$ cat config.mk
export PLATFORM = sky130hd
export DESIGN_NAME = brush_write_scheduler
export DESIGN_NICKNAME = d
export VERILOG_FILES = /design/src/rtl/canvas_pkg.sv /design/src/rtl/brush_clip.sv /design/src/rtl/brush_write_scheduler.sv
export SDC_FILE = /design/constraint.sdc
export NUM_CORES = 1
export LEC_CHECK = 0
export ABC_CLOCK_PERIOD_IN_PS = 7900
export CORE_MARGIN = 4
export CORE_UTILIZATION = 27
export DETAILED_ROUTE_END_ITERATION = 7
export SLEW_MARGIN = 20
export SYNTH_ARGS = -nofsm -noshare
export SYNTH_HDL_FRONTEND = slang
export SYNTH_SLANG_ARGS = --single-unit
$ cat constraint.sdc
create_clock -name clk_in -period 7.9 [get_ports clk_in]
set_clock_uncertainty 0.1 [all_clocks]
set_input_delay 0.79 -clock clk_in [delete_from_list [all_inputs] [get_ports clk_in]]
set_output_delay 0.79 -clock clk_in [all_outputs]
set_load 0.03 [all_outputs]
$ cat src/rtl/canvas_pkg.sv
// Shared canvas geometry, stamp request record and scheduler state encodings
// for the frame_buffer write-side logic.
package canvas_pkg;
  localparam int CANVAS_W = 320;
  localparam int CANVAS_H = 180;
  localparam int COLOR_W  = 4;
  localparam int ADDR_W   = $clog2(CANVAS_W * CANVAS_H);
  localparam int X_W      = 10;
  localparam int Y_W      = 9;
  localparam int WID_W    = 3;

  typedef struct packed {
    logic [X_W-1:0]     x;
    logic [Y_W-1:0]     y;
    logic [COLOR_W-1:0] color;
    logic [WID_W-1:0]   width;
  } stamp_t;

  localparam logic [1:0] ST_IDLE  = 2'd0;
  localparam logic [1:0] ST_SETUP = 2'd1;
  localparam logic [1:0] ST_STAMP = 2'd2;
  localparam logic [1:0] ST_CLEAR = 2'd3;
endpackage

$ cat src/rtl/brush_clip.sv
// Brush rectangle bounds for one stamp, clipped to the canvas, plus the
// frame_buffer address of the first clipped row.
module brush_clip
  import canvas_pkg::*;
(
  input  stamp_t              stamp_i,
  output logic [X_W-1:0]      x0_o,
  output logic [X_W-1:0]      x1_o,
  output logic [Y_W-1:0]      y0_o,
  output logic [Y_W-1:0]      y1_o,
  output logic [ADDR_W-1:0]   row_base_o,
  output logic                empty_o
);
  logic [3:0]  half;
  logic [10:0] xs;
  logic [10:0] xe;
  logic [9:0]  ys;
  logic [9:0]  ye;

  // Start/end edges are two's complement so a brush hanging off the
  // left/top edge yields a negative start that clamps to zero.
  always_comb begin
    half = 4'((4'(stamp_i.width) + 4'd1) >> 1);
    xs   = {1'b0, stamp_i.x} - {7'd0, half};
    xe   = xs + {8'd0, stamp_i.width};
    ys   = {1'b0, stamp_i.y} - {6'd0, half};
    ye   = ys + {7'd0, stamp_i.width};
    x0_o = xs[10] ? '0 : xs[9:0];
    x1_o = (xe > 11'(CANVAS_W - 1)) ? X_W'(CANVAS_W - 1) : xe[9:0];
    y0_o = ys[9] ? '0 : ys[8:0];
    y1_o = (ye > 10'(CANVAS_H - 1)) ? Y_W'(CANVAS_H - 1) : ye[8:0];
    row_base_o = ADDR_W'(y0_o) * ADDR_W'(CANVAS_W);
    empty_o = (stamp_i.x >= X_W'(CANVAS_W)) || (stamp_i.y >= Y_W'(CANVAS_H));
  end
endmodule

$ cat src/rtl/brush_write_scheduler.sv
// Sole driver of the frame_buffer write port: rasterises clipped square brush
// stamps and runs full-canvas clear sweeps, with clears queued behind stamps.
module brush_write_scheduler
  import canvas_pkg::*;
(
  input  logic                clk_in,
  input  logic                rst_in,
  input  logic                stamp_valid_in,
  output logic                stamp_ready_out,
  input  logic [X_W-1:0]      stamp_x_in,
  input  logic [Y_W-1:0]      stamp_y_in,
  input  logic [COLOR_W-1:0]  stamp_color_in,
  input  logic [WID_W-1:0]    stamp_width_in,
  input  logic                clear_req_in,
  input  logic [COLOR_W-1:0]  clear_color_in,
  output logic                wr_en_out,
  output logic [ADDR_W-1:0]   wr_addr_out,
  output logic [COLOR_W-1:0]  wr_data_out,
  input  logic                wr_ready_in,
  output logic                busy_out,
  output logic [1:0]          dbg_state_out
);
  // Handshakes: a transfer happens on a clk_in edge where valid and ready are
  // both high; valid-side signals stay stable until then and ready never
  // depends combinationally on the matching valid.
  localparam logic [ADDR_W-1:0] LAST_ADDR = ADDR_W'(CANVAS_W * CANVAS_H - 1);

  logic [1:0]         state_q, state_d;
  logic               run_q, run_d;
  stamp_t             req_q, req_d, last_q, last_d, stamp_in;
  logic               last_valid_q, last_valid_d;
  logic               pend_q, pend_d;
  logic [COLOR_W-1:0] clr_color_q, clr_color_d;
  logic [X_W-1:0]     x0_q, x0_d, x1_q, x1_d, x_q, x_d;
  logic [Y_W-1:0]     y_q, y_d, y1_q, y1_d;
  logic [ADDR_W-1:0]  row_base_q, row_base_d;
  logic               wr_en_q, wr_en_d;
  logic [ADDR_W-1:0]  wr_addr_q, wr_addr_d;
  logic [COLOR_W-1:0] wr_data_q, wr_data_d;

  logic [X_W-1:0]     c_x0, c_x1;
  logic [Y_W-1:0]     c_y0, c_y1;
  logic [ADDR_W-1:0]  c_row_base;
  logic               c_empty;
  logic               wr_fire, stamp_accept, stamp_dup;

  assign stamp_in        = {stamp_x_in, stamp_y_in, stamp_color_in, stamp_width_in};
  assign stamp_ready_out = run_q & (state_q == ST_IDLE) & ~pend_q;
  assign stamp_accept    = stamp_valid_in & stamp_ready_out;
  assign stamp_dup       = last_valid_q & (stamp_in == last_q);
  assign wr_fire         = wr_en_q & wr_ready_in;
  assign wr_en_out       = wr_en_q;
  assign wr_addr_out     = wr_addr_q;
  assign wr_data_out     = wr_data_q;
  assign busy_out        = (state_q != ST_IDLE);
  assign dbg_state_out   = state_q;

  brush_clip u_clip (
    .stamp_i    (req_q),
    .x0_o       (c_x0),
    .x1_o       (c_x1),
    .y0_o       (c_y0),
    .y1_o       (c_y1),
    .row_base_o (c_row_base),
    .empty_o    (c_empty)
  );

  always_comb begin
    state_d = state_q; run_d = 1'b1; req_d = req_q; last_d = last_q;
    last_valid_d = last_valid_q; pend_d = pend_q; clr_color_d = clr_color_q;
    x0_d = x0_q; x1_d = x1_q; x_d = x_q; y_d = y_q; y1_d = y1_q;
    row_base_d = row_base_q; wr_en_d = wr_en_q; wr_addr_d = wr_addr_q;
    wr_data_d = wr_data_q;
    if (clear_req_in && state_q != ST_CLEAR) begin
      pend_d = 1'b1;
      clr_color_d = clear_color_in;
    end
    case (state_q)
      ST_IDLE: begin
        if (pend_q) begin
          pend_d = 1'b0;
          wr_en_d = 1'b1;
          wr_addr_d = '0;
          wr_data_d = clr_color_d;
          state_d = ST_CLEAR;
        end else if (stamp_accept && !stamp_dup) begin
          req_d = stamp_in;
          state_d = ST_SETUP;
        end
      end
      ST_SETUP: begin
        if (c_empty) begin
          state_d = ST_IDLE;
        end else begin
          x0_d = c_x0; x1_d = c_x1; x_d = c_x0;
          y_d = c_y0; y1_d = c_y1;
          row_base_d = c_row_base;
          wr_en_d = 1'b1;
          wr_addr_d = c_row_base + ADDR_W'(c_x0);
          wr_data_d = req_q.color;
          state_d = ST_STAMP;
        end
      end
      ST_STAMP: begin
        if (wr_fire) begin
          if (x_q != x1_q) begin
            x_d = x_q + X_W'(1);
            wr_addr_d = wr_addr_q + ADDR_W'(1);
          end else if (y_q != y1_q) begin
            x_d = x0_q;
            y_d = y_q + Y_W'(1);
            row_base_d = row_base_q + ADDR_W'(CANVAS_W);
            wr_addr_d = row_base_q + ADDR_W'(CANVAS_W) + ADDR_W'(x0_q);
          end else begin
            wr_en_d = 1'b0;
            last_d = req_q;
            last_valid_d = 1'b1;
            state_d = ST_IDLE;
          end
        end
      end
      default: begin
        if (wr_fire) begin
          if (wr_addr_q == LAST_ADDR) begin
            wr_en_d = 1'b0;
            last_valid_d = 1'b0;
            state_d = ST_IDLE;
          end else begin
            wr_addr_d = wr_addr_q + ADDR_W'(1);
          end
        end
      end
    endcase
  end

  always_ff @(posedge clk_in or negedge rst_in) begin
    if (!rst_in) begin
      state_q <= ST_IDLE; run_q <= 1'b0; req_q <= '0; last_q <= '0;
      last_valid_q <= 1'b0; pend_q <= 1'b0; clr_color_q <= '0;
      x0_q <= '0; x1_q <= '0; x_q <= '0; y_q <= '0; y1_q <= '0;
      row_base_q <= '0; wr_en_q <= 1'b0; wr_addr_q <= '0; wr_data_q <= '0;
    end else begin
      state_q <= state_d; run_q <= run_d; req_q <= req_d; last_q <= last_d;
      last_valid_q <= last_valid_d; pend_q <= pend_d; clr_color_q <= clr_color_d;
      x0_q <= x0_d; x1_q <= x1_d; x_q <= x_d; y_q <= y_d; y1_q <= y1_d;
      row_base_q <= row_base_d; wr_en_q <= wr_en_d; wr_addr_q <= wr_addr_d;
      wr_data_q <= wr_data_d;
    end
  end
endmodule

==> flow_summary_export.csv <==
group,metric,value,unit
floorplanning,std_cell_rows,68,
global_routing,grt_pass1_wl,41800,um
cts,clockBufferDepth,2,
timing,rsz0062_at_grt,"no",
yosys,syn_area_per_cell,9.31,um2
routing,remaining_drc_errors,0,
finish,multi_input_area,0.00560,mm2
floorplanning,die_h,195,um
yosys,synth_top_family_by_area,"compound AO/OA/AOI/OAI gates",
cts,htreeDepth,4,
global_routing,antenna_found_initial,0,
critical_path,r2r-start,"req_q[1]",
floorplanning,start_util,27.4,%
yosys,ys_seq_elements,140,
yosys,synth_simple_gate_area_share,16.9,%
critical_path,path_max_fanout,8,
yosys,synth_top_area_share,37.1,%
yosys,synth.largest_area_cell,"dfrtp_1",
yosys,synth_area,0.00945,mm2
cts,post_cts_resized,0,
power,netSwitchingPower,0.000365,W
timing,hold_viol,0,
power,power_frac_clock,52.5,%
power,ir_worst_vdd,0.000148,V
global_routing,grt_pass1_vias,7678,
cts,cts_setup_buffers,0,
timing,worst_hold_slack,0.315,ns
power,sequentialPowerShare,44.7,%
routing,vias,7762,
finish,nets,1134,
routing,dr.pass1.iters,5,
timing,period_share,65.2,%
finish,regArea,0.00350,mm2
routing,routedWlPerCell,16.8,um
power,power_density,145,mW/mm2
run,cap_viol_max_count,0,
critical_path,cp.required,8.16,ns
floorplanning,die-width,195,um
cts,clkLatencyLatePin,0.44,ns
worst_hold_path,hold_class,"input pin to async pin",
outcome,status,"complete, no violations",
yosys,yosys-mux-area-fraction,7.88,%
critical_path,ff2ff_setup_slack,2.75,ns
finish,final_common_cell,"dfrtp_1",
timing,drv_slew,0,
yosys,ys.warnings.count,0,
critical_path,r2r_cells,19,
floorplanning,coreArea,0.0345,mm2
critical_path,crit_type,"flip-flop to flip-flop",
yosys,synth-seq-area-share,37.1,%
finish,postLayoutCellArea,0.0111,mm2
place,io_buffers,59,
finish,drive_above_1_share,12.1,%
global_routing,grt_use_total,13.4,%
critical_path,cp.arrival,5.41,ns
finish,flow.area_growth_from_synthesis,17.6,%
global_routing,grt_overflow_total,0,
cts,cts_buffers,17,
power,p_int,0.00124,W
floorplanning,dieArea,0.0381,mm2
routing,ant_nets,0,
floorplanning,pin_count,60,
cts,clockRootBuffer,"clkbuf_16",
critical_path,regToRegEndpoint,"wr_addr_out[15]",
cts,clock-sinks,140,
place,dp_slack,2.76,ns
power,swShare,22.7,%
critical_path,cp-start-kind,"flip-flop",
finish,instances_no_fill,1521,
yosys,synthTopCellsByArea,"dfrtp_1 37%, mux2_2 7.0%, ha_1 5.3%",
place,dpl_cell_area,0.0105,mm2
finish,mostFrequentLayoutCells,"140 x dfrtp_1, 78 x nand2_1, 71 x nor2_1",
cts,cts.clk_slew.worst_paths,0.06,ns
cts,ctsHoldBuffers,0,
place,gp_congestion,0.862,
yosys,async_flop_share,100,%
place,hpwlAfterDp,18700,um
power,power_frac_comb,2.8,%
yosys,yosysUniqueCellTypes,78,
timing,fin_crit,5.15,ns
routing,viasPerCell,5.10,
timing,setup_ws,2.75,ns
yosys,synth_nets,1096,
place,place_inst,1489,
yosys,synth-main-ff-cell,"dfrtp_1",
yosys,synthCells,1015,
critical_path,end_kind,"flip-flop",
yosys,synth_edf_count,0,
yosys,synth-compound-area-share,18.2,%
timing,setup_tns,0,ns
timing,timing.fmax,0.194,GHz
routing,routed_wl,25600,um
global_routing,grt_start_max_net_pins,84,
finish,diodes,0,
yosys,synthAdderAreaFrac,6.57,%
finish,n_fill_cell,3664,
cts,cts_tree,"yes",
timing,relSlewSlack,34.3,%
timing,setup_viol,0,
routing,drt-initial-drc-count,487,
power,p_leak,4.77,nW
timing,worst_pin_slew,0.976,ns
yosys,synth_xor_area_share,9.53,%
through the flow:
stage	util (%)	total power, W
after floorplan	-	0.000740
after global placement	30.4	0.000778
after detailed placement	30.4	0.000779
after CTS	32.2	0.00163
after global routing	32.2	0.00167
final	32.2	0.00161
Yosys cell counts (7+ instances only):
library cell and count:
a31oi_1 7, o21ai_0 60, nand2_1 78, nor3_1 32
a21oi_1 61, a22oi_1 10, nor2b_1 9, xnor2_1 53
nor4_1 15, and3_1 15, a21o_1 10, mux2i_1 8
o21a_1 8, clkbuf_1 40, a211oi_1 12, nor2_1 72
a22o_1 17, xor2_1 48, and2_1 11, ha_1 40
nand2b_1 12, nand3_1 24, mux2_2 59, dfrtp_1 140
nand4_1 10, inv_1 40
layer usage:
metal  vias up  GRT usage (%)  share of wire, %
li1       3740              -                 -
met1      3809           19.5                49
met2       192           20.1                43
met3        21           3.64               6.2
met4         0           2.95              0.93
met5         -              0                 0
sequential cells by signal, indices dropped and copies added, names as in the netlist:
| name | cells |
|---|---|
| row_base_q | 10 |
| last_q | 26 |
| wr_en_out | 1 |
| wr_addr_out | 16 |
| run_q | 1 |
| y_q | 9 |
| x0_q | 10 |
| x_q | 10 |
| req_q | 26 |
| last_valid_q | 1 |
| x1_q | 10 |
| pend_q | 1 |
| y1_q | 9 |
| dbg_state_out | 2 |
| clr_color_q | 4 |
| wr_data_out | 4 |
layout make-up:
| class | count | area share, % |
|---|---|---|
| inverters | 41 | 1.39 |
| repair buffers | 70 | 6.07 |
| multi-input cells | 783 | 50.4 |
| flip-flops and latches | 140 | 31.5 |
| clock inverters | 14 | 1.53 |
| clock buffers | 18 | 3.95 |
| well taps | 455 | 5.12 |
how the worst max path moves through the flow:
| stage | from | end | cells after the start |
|---|---|---|---|
| floorplan | req_q[1] | wr_addr_out[13] | 19 |
| global placement | req_q[1] | wr_addr_out[15] | 19 |
| detailed placement | req_q[1] | wr_addr_out[15] | 19 |
| CTS | req_q[1] | wr_addr_out[15] | 19 |
| global route | req_q[1] | wr_addr_out[14] | 17 |
| finish | req_q[1] | wr_addr_out[15] | 19 |
kinds of logic (layout without fill, tap and decap cells):
family / count (synthesis) / in the layout
compound gates: 254 / 254
xor+xnor: 102 / 102
fa+ha+maj: 46 / 46
buf+inv: 92 / 143
flops: 140 / 140
mux: 67 / 67
other cells: 1 / 1
simple gates: 313 / 313
critical path: stages, from the launching register on:
cell      delay [ns]
dfrtp_1         0.47
ha_1            0.23
xnor2_1         0.38
inv_1           0.12
fa_1            0.46
nor2b_1         0.33
nor4_1          0.13
nor2_1          0.50
nor2_1          0.13
ha_1            0.34
inv_1           0.06
fa_1            0.45
nor2b_1         0.12
o21ai_0         0.11
a21oi_1         0.19
nand2b_1        0.20
and3b_1         0.22
a211oi_1        0.23
o21ai_0         0.12
a21oi_1         0.18
power groups by stage:
stage	Clock [W]	Combinational (W)	Sequential (W)
after floorplan	0	0.00000776	0.000732
after global placement	0	0.0000460	0.000732
after detailed placement	0	0.0000464	0.000732
after CTS	0.000864	0.0000466	0.000719
after global routing	0.000899	0.0000504	0.000719
final	0.000846	0.0000450	0.000719
No activity file was read; power rests on OpenSTA's default activity.
